$ cat src/rtl/lif_pkg.sv
// Shared types and defaults for the LIF neuron scheduler.
// Holds datapath width, reset threshold, index width helper and FSM states.
package lif_pkg;

  localparam int W              = 8;
  localparam int THRESH_DEFAULT = 40;

  function automatic int idx_w(input int n);
    return (n > 1) ? $clog2(n) : 1;
  endfunction

  typedef enum logic [1:0] {
    IDLE,
    SWEEP,
    FLUSH
  } fsm_e;

endpackage

$ cat src/rtl/lif_update.sv
// Shared LIF arithmetic: threshold test plus leak-and-integrate step.
// Ports: state/current/threshold in; spike flag and wrapped next_state out.
module lif_update #(
  parameter int W = lif_pkg::W
) (
  input  logic [W-1:0] state,
  input  logic [W-1:0] current,
  input  logic [W-1:0] threshold,
  output logic         spike,
  output logic [W-1:0] next_state
);

  logic [W-1:0] leak;

  assign spike      = (state >= threshold);
  assign leak       = spike ? '0 : (state >> 1);
  // Sum wraps at W bits; no saturation.
  assign next_state = current + leak;

endmodule

$ cat src/rtl/lif_scheduler.sv
// Time-multiplexed LIF scheduler: sweeps N_NEURONS through one lif_update.
// Ports: clk/rst_n, step_start, current/threshold writes, spike stream, status.
module lif_scheduler
  import lif_pkg::*;
#(
  parameter int N_NEURONS      = 8,
  parameter int W              = lif_pkg::W,
  parameter int THRESH_DEFAULT = lif_pkg::THRESH_DEFAULT,
  localparam int IW            = idx_w(N_NEURONS),
  localparam int CW            = IW + 1
) (
  input  logic          clk,
  input  logic          rst_n,
  input  logic          step_start,
  input  logic          cur_we,
  input  logic [IW-1:0] cur_addr,
  input  logic [W-1:0]  cur_data,
  input  logic          thr_we,
  input  logic [W-1:0]  thr_data,
  output logic          spk_valid,
  input  logic          spk_ready,
  output logic [IW-1:0] spk_id,
  output logic          busy,
  output logic          step_done,
  output logic [CW-1:0] spk_count
);

  fsm_e          fsm_q;
  fsm_e          fsm_d;
  logic [IW-1:0] idx_q;
  logic [W-1:0]  st_q  [N_NEURONS];
  logic [W-1:0]  cur_q [N_NEURONS];
  logic [W-1:0]  thr_q;
  logic [CW-1:0] cnt_q;

  logic          upd_spike;
  logic [W-1:0]  upd_next;
  logic          in_idle;
  logic          in_sweep;
  logic          out_free;
  logic          stall;
  logic          advance;
  logic          load;
  logic          last;

  lif_update #(.W(W)) u_update (
    .state      (st_q[idx_q]),
    .current    (cur_q[idx_q]),
    .threshold  (thr_q),
    .spike      (upd_spike),
    .next_state (upd_next)
  );

  assign in_idle  = (fsm_q == IDLE);
  assign in_sweep = (fsm_q == SWEEP);
  // Output register can take a new event this cycle.
  assign out_free = !spk_valid || spk_ready;
  // Only a spiking neuron needs the output register.
  assign stall    = in_sweep && upd_spike && !out_free;
  assign advance  = in_sweep && !stall;
  assign load     = advance && upd_spike;
  assign last     = (idx_q == IW'(N_NEURONS - 1));

  always_ff @(posedge clk) begin
    if (!rst_n) begin
      fsm_q <= IDLE;
    end else begin
      fsm_q <= fsm_d;
    end
  end

  always_comb begin
    fsm_d = fsm_q;
    unique case (fsm_q)
      IDLE:    if (step_start)       fsm_d = SWEEP;
      SWEEP:   if (advance && last)  fsm_d = FLUSH;
      FLUSH:   if (out_free)         fsm_d = IDLE;
      default:                       fsm_d = IDLE;
    endcase
  end

  always_comb begin
    busy      = 1'b0;
    step_done = 1'b0;
    unique case (1'b1)
      (fsm_q == SWEEP): busy = 1'b1;
      (fsm_q == FLUSH): begin
        busy      = 1'b1;
        step_done = out_free;
      end
      default: ;
    endcase
  end

  always_ff @(posedge clk) begin
    if (!rst_n) begin
      idx_q     <= '0;
      thr_q     <= W'(THRESH_DEFAULT);
      cnt_q     <= '0;
      spk_count <= '0;
      spk_valid <= 1'b0;
      spk_id    <= '0;
      for (int i = 0; i < N_NEURONS; i++) begin
        st_q[i]  <= '0;
        cur_q[i] <= '0;
      end
    end else begin
      // Host writes land before a same-cycle step_start is seen.
      if (in_idle) begin
        if (cur_we) cur_q[cur_addr] <= cur_data;
        if (thr_we) thr_q <= thr_data;
        if (step_start) begin
          idx_q <= '0;
          cnt_q <= '0;
        end
      end
      if (advance) begin
        st_q[idx_q]  <= upd_next;
        cur_q[idx_q] <= '0;
        idx_q        <= idx_q + IW'(1);
      end
      if (load) begin
        spk_valid <= 1'b1;
        spk_id    <= idx_q;
        cnt_q     <= cnt_q + CW'(1);
      end else if (spk_valid && spk_ready) begin
        spk_valid <= 1'b0;
      end
      if (step_done) spk_count <= cnt_q;
    end
  end

endmodule
$ cat config.mk
export PLATFORM = sky130hd
export DESIGN_NAME = lif_scheduler
export DESIGN_NICKNAME = d
export VERILOG_FILES = /design/src/rtl/lif_pkg.sv /design/src/rtl/lif_update.sv /design/src/rtl/lif_scheduler.sv
export SDC_FILE = /design/constraint.sdc
export NUM_CORES = 1
export LEC_CHECK = 0
export BUFFER_PORTS_ARGS = -buffer_cell sky130_fd_sc_hd__buf_2
export CAP_MARGIN = 15
export CELL_PAD_IN_SITES_DETAIL_PLACEMENT = 1
export CELL_PAD_IN_SITES_GLOBAL_PLACEMENT = 1
export CORE_ASPECT_RATIO = 0.6
export CORE_MARGIN = 3
export CORE_UTILIZATION = 54
export CTS_BUF_LIST = sky130_fd_sc_hd__clkbuf_4 sky130_fd_sc_hd__clkbuf_8
export CTS_CLUSTER_DIAMETER = 150
export CTS_CLUSTER_SIZE = 25
export DETAILED_ROUTE_END_ITERATION = 10
export HOLD_SLACK_MARGIN = 0.15
export PLACE_DENSITY_LB_ADDON = 0.15
export SLEW_MARGIN = 20
export SYNTH_ARGS = -nofsm -noshare
export SYNTH_HDL_FRONTEND = slang
export SYNTH_HIERARCHICAL = 1
export SYNTH_SLANG_ARGS = --single-unit
$ cat constraint.sdc
create_clock -name clk -period 5.6 [get_ports clk]
set_clock_uncertainty 0.05 [all_clocks]
set_input_delay 0.28 -clock clk [delete_from_list [all_inputs] [get_ports clk]]
set_output_delay 0.28 -clock clk [all_outputs]
set_load 0.02 [all_outputs]
== After elaboration in Yosys (flattened, before gate mapping) ==
Memory sizes are Yosys's and may differ from the RTL's. A register that Yosys moved wholly into a read port is not among the register bits.
Index checks and enable logic that the tools add are counted.
W data, S select, Z words.
Operators by class
  add/subtract/negate cells: 3
  magnitude comparators: 1
  eq/ne operators: 6
  mux-type cells: 36
  reduce and logical (&&, ||, !) cells: 24
Operators with widths (count)
  $mux W3: 10
  $mux W8: 3
  $reduce_or A8 Y1: 3
  $mux W1: 15
  $mux W4: 3
  $reduce_bool A2 Y1: 5
  $add A8 B7 Y8: 1
  $ge A8 B8 Y1: 1
  $mux W7: 1
  $logic_and A1 B1 Y1: 6
  $mux W2: 3
  $pmux W2 S3: 1
  $reduce_and A2 Y1: 3
  $add A4 B1 Y4 const B: 1
  $ne A2 B2 Y1 const B: 2
  $add A3 B1 Y3 const B: 1
  $eq A3 B3 Y1 const B: 1
  $logic_not A1 Y1: 3
  $reduce_and A3 Y1: 1
  $eq A2 B1 Y1 const B: 1
  $eq A2 B2 Y1 const B: 1
  $logic_not A2 Y1: 1
  $ne A2 B1 Y1 const B: 1
  $reduce_or A2 Y1: 1
  $logic_or A1 B1 Y1: 1
Word-level totals
  register bits: 25
  memory bits (writable): 128
  logic and storage cells: 79
  memories: 2
Memory list
  cur_q: depth 8, width 8, rd ports 1, clocked after memory_dff 1, wr ports 8, line lif_scheduler.sv:32  | logic [W-1:0] cur_q [N_NEURONS];
  st_q: depth 8, width 8, rd ports 1, clocked after memory_dff 1, wr ports 8, line lif_scheduler.sv:31  | logic [W-1:0] st_q [N_NEURONS];

== Depth between registers and ports, before layout ==
  depth after elaboration: 11
  gate-level depth with buffers: 20

== Cells and area by module ==
Netlist, hierarchy kept.
Modules (own cells, without submodules)
  lif_scheduler: times used 1, cells each 499, area each 7420.9 um2, seq. area each 4404.2 um2
  lif_update: times used 1, cells each 74, area each 534.3 um2, seq. area each 0.0 um2

== Least setup slack after synthesis ==
No wires, ideal clock.
  path type: register -> register
  start: register (tool-made name)
  end: memory st_q[0][6], data pin
  setup time: 0.255 ns
  data arrival time: 4.006 ns
  data required time: 5.295 ns
  setup slack: 1.290 ns
  cell stages (with the launch flop): 21
  buffers on the path: 2
  period minus slack after synthesis: 4.310 ns
  cell sequence: dfxtp_1 buf_2 buf_6 mux4_2 mux2_2 inv_1 ha_1 nand2b_1 a21o_1 a21oi_1 o31a_2 and2_1 ha_1 inv_1 fa_1 and2b_1 o21ai_1 a21boi_2 nor4_1 a311o_1 and2_1
RTL lines (line)
  to (decl): lif_scheduler.sv:31

==> results.md <==
* Crit path DAT at 5.35 ns
* Vias at 5057
* Die area at between 15000 and 20000 sq um
* Fin. Hold Viols at 0
* Synth area leaders: edfxtp_1 48%, and2_1 11%, mux4_2 9.1%, dfxtp_1 7.0%, ha_1 3.6%
* Placed Cells incl. Taps at approximately 790
* Clock Tree Buf Depth at 2
* Final Util at approximately 63%
* Non-Filler Instances at 836
* CTS sink cnt at between 150 and 200
* CP max stage cell: dfxtp_1
* Setup CP Type: flip-flop to flip-flop
* Yosys warnings at 6
* Post-DRT Antenna Nets at 0
* Post-route DRC at 0
* Global-route wire length before repair at 32.1 mm
* Max-slew headroom at about a third
* Final setup margin at 0.410 ns
* Worst setup SP type: flip-flop
* CTS H-Tree Depth at 4
* Die width at between 150 and 200 microns
* Wire per inst at approximately 25 microns
* Initial antenna violation count at 0
* Congestion Overflow GR at 0
* Syn Inst Count at 573
* FMAX at a little under 200 MHz
* Power, Total at roughly 3.4 mW
* Clock-pin transition on the worst setup and hold timing paths at around 0.090 ns
* Final setup fails at 0
* Synthesized area per cell at 13.9 sq um
* Num CTS Buffers at 17
* DRT iter0 DRCs at about 520
* Power per cell area at 386 nW/um^2
* Slowest stage delay, CP at 1.00 ns
* Vias per cell at between 6 and 7
* Initial Util at 56.7%
* Post-synth ARST share at 0%
* Critical Path Sink Type: flip-flop
* Iteration count of the initial detailed-routing pass at 5
* Worst-skew pair later-pin latency at ~0.46 ns
* Gr usage total at a little over a quarter
* IO Count at 35
* CTS tree: built
* Post-synth EDFFs at between 100 and 150
* Ant. Diodes at 0
* Worst hold path class: input port to flip-flop
* Max-cap violations at 0
* Largest net degree at the start of global routing at 30
* Nets at just under 700
* Top FF cell, synth: edfxtp_1
* Worst-Margin Slew at between 1 and 1.5 ns
* Maximum VDD drop at 0.188 mV
* Vias in the first global route at about 5400
* CTS root buf: clkbuf_8
* Crit path cell chain: mux4_2 > mux2_2 > inv_1 > ha_1 > nand2b_1 > a21o_1 > a21oi_1 > o31a_2 > and2_1 > ha_1 > inv_1 > fa_1 > and2b_1 > o21ai_1 > a21boi_2 > nor4_1 > a311o_1 > and2_1
* Fin Setup TNS at 0 ns
* Fin crit period at approximately 5.2 ns
* Hpwl dp at between 10 and 15 mm
* Post-synthesis cell type count at 54
* Mapped Nets at just over 600
* RSZ-0062 raised after global routing: false
* WL final at ~21 mm
* Run status: finished, final reports clean
* Pre-CTS WS at 0.615 ns
* Commonest cells post-synth: 136 x and2_1, 128 x edfxtp_1, 32 x mux4_2
* Leak at about 3.3 nW
* Filler instances at about 1400
* Critical Path RT at about 5.8 ns
* Fin crit share at just over 90%
* Top fanout value on the critical path at 18
* RePlAce Congestion at 0.868
* Yosys top cell area share at approximately half
* Die span in y at about 100 microns
* Core area at around 14000 sq um
* Row count at 33
* Sequential fraction of the synthesis area at 55.4%
* Area grow syn2layout at 11.5%
* IO Port Bufs at 34
* Synth Register Bits at 156
* Fin. max-slew vios at 0
* Cell taking the most area after synthesis: edfxtp_1
* Synth Cell Area at 7960 sq um
* Count leader, synth: and2_1
* Share of layout cells above drive strength 1 at between 20% and 30%
critical path: cells and delay by family (launching register included):
kind | cells | cell delay (ns)
and+or+nand+nor | 5 | 0.79
adders and majority gates | 3 | 0.82
DFF | 1 | 1.00
muxes | 2 | 0.72
AOI/OAI and AO/OA | 6 | 1.42
buffers and inverters | 2 | 0.14
per-layer routing:
metal / up-vias / share of wire, % / GRT usage (%)
met4: 0 / 1.7 / 9.10
li1: 2238 / - / -
met3: 30 / 9.6 / 7.05
met1: 2590 / 44 / 39.6
met2: 199 / 45 / 40.3
met5: - / 0 / 0
registers in the layout, summed over array words and instances, names as in the netlist, named ones only:
name       cells
spk_id         3
cnt_q          4
thr_q          8
spk_valid      1
fsm_q          2
cur_q         64
idx_q          3
st_q          64
spk_count      4
repair_timing:
item                      4_1_cts  5_1_grt
resized for setup               0        0
hold endpoints to repair       29        0
hold buffers                   11        0
setup buffers                   0        0
kinds of logic (layout without fill, tap and decap cells):
kind of cell | Yosys count | in the layout | synth area share, %
and+or+nand+nor | 230 | 230 | 18.7
DFF | 156 | 156 | 55.4
AOI/OAI and AO/OA | 63 | 63 | 7.01
muxes | 50 | 50 | 11.6
buffers and inverters | 46 | 117 | 3.08
adders and majority gates | 24 | 24 | 3.87
xor gates and xnor gates | 4 | 4 | 0.440
cell usage in the layout, fill, tap and decap left out, drive strengths merged, types with 6 or more instances in the layout:
master | Yosys | routed
ha | 23 | 23
edfxtp | 128 | 128
nand2 | 29 | 29
mux2 | 16 | 16
o21ai | 11 | 11
inv | 22 | 23
a2111oi | 8 | 8
clkinv | 0 | 6
or3 | 12 | 12
dlygate4sd3 | 0 | 11
a21oi | 25 | 25
buf | 13 | 51
and2 | 138 | 138
mux4 | 32 | 32
nand2b | 14 | 14
dfxtp | 28 | 28
clkbuf | 10 | 17
nand3 | 14 | 14
where the power goes:
group / total, mW / leakage [nW] / switching, mW / internal, mW
Combinational: 1.10 / 1.55 / 0.682 / 0.421
Sequential: 1.44 / 1.55 / 0.0859 / 1.35
Clock: 0.883 / 0.192 / 0.444 / 0.439
Total: 3.42 / 3.29 / 1.21 / 2.21
layout make-up:
| class | instances | area [sq um] | area share, % |
|---|---|---|---|
| Clock inverter | 15 | 174 | 1.96 |
| Tap cell | 192 | 240 | 2.71 |
| Timing Repair Buffer | 62 | 408 | 4.60 |
| Sequential cell | 156 | 4410 | 49.7 |
| Multi-Input combinational cell | 371 | 3310 | 37.3 |
| Clock buffer | 17 | 234 | 2.64 |
| Inverter | 23 | 100 | 1.13 |
path summary, 6_finish.rpt:
kind | startpoint | to | slack, ns | cells past startpoint
hold reg to reg | thr_q[1] | thr_q[1] | 0.42 | 2
setup / recovery | flip-flop | st_q[6][6] | 0.41 | 18
hold / removal | cur_data[5] | cur_q[6][5] | 0.18 | 2
setup reg to reg | flip-flop | st_q[6][6] | 0.41 | 18
per-stage QoR:
step                      hold WS, ns  area, sq um
after floorplan                 0.354         7960
after global placement          0.400         8350
after detailed placement        0.407         8350
after CTS                       0.159         8870
after global routing            0.172         8870
final                           0.180         8870
No activity file was read; power rests on OpenSTA's default activity.
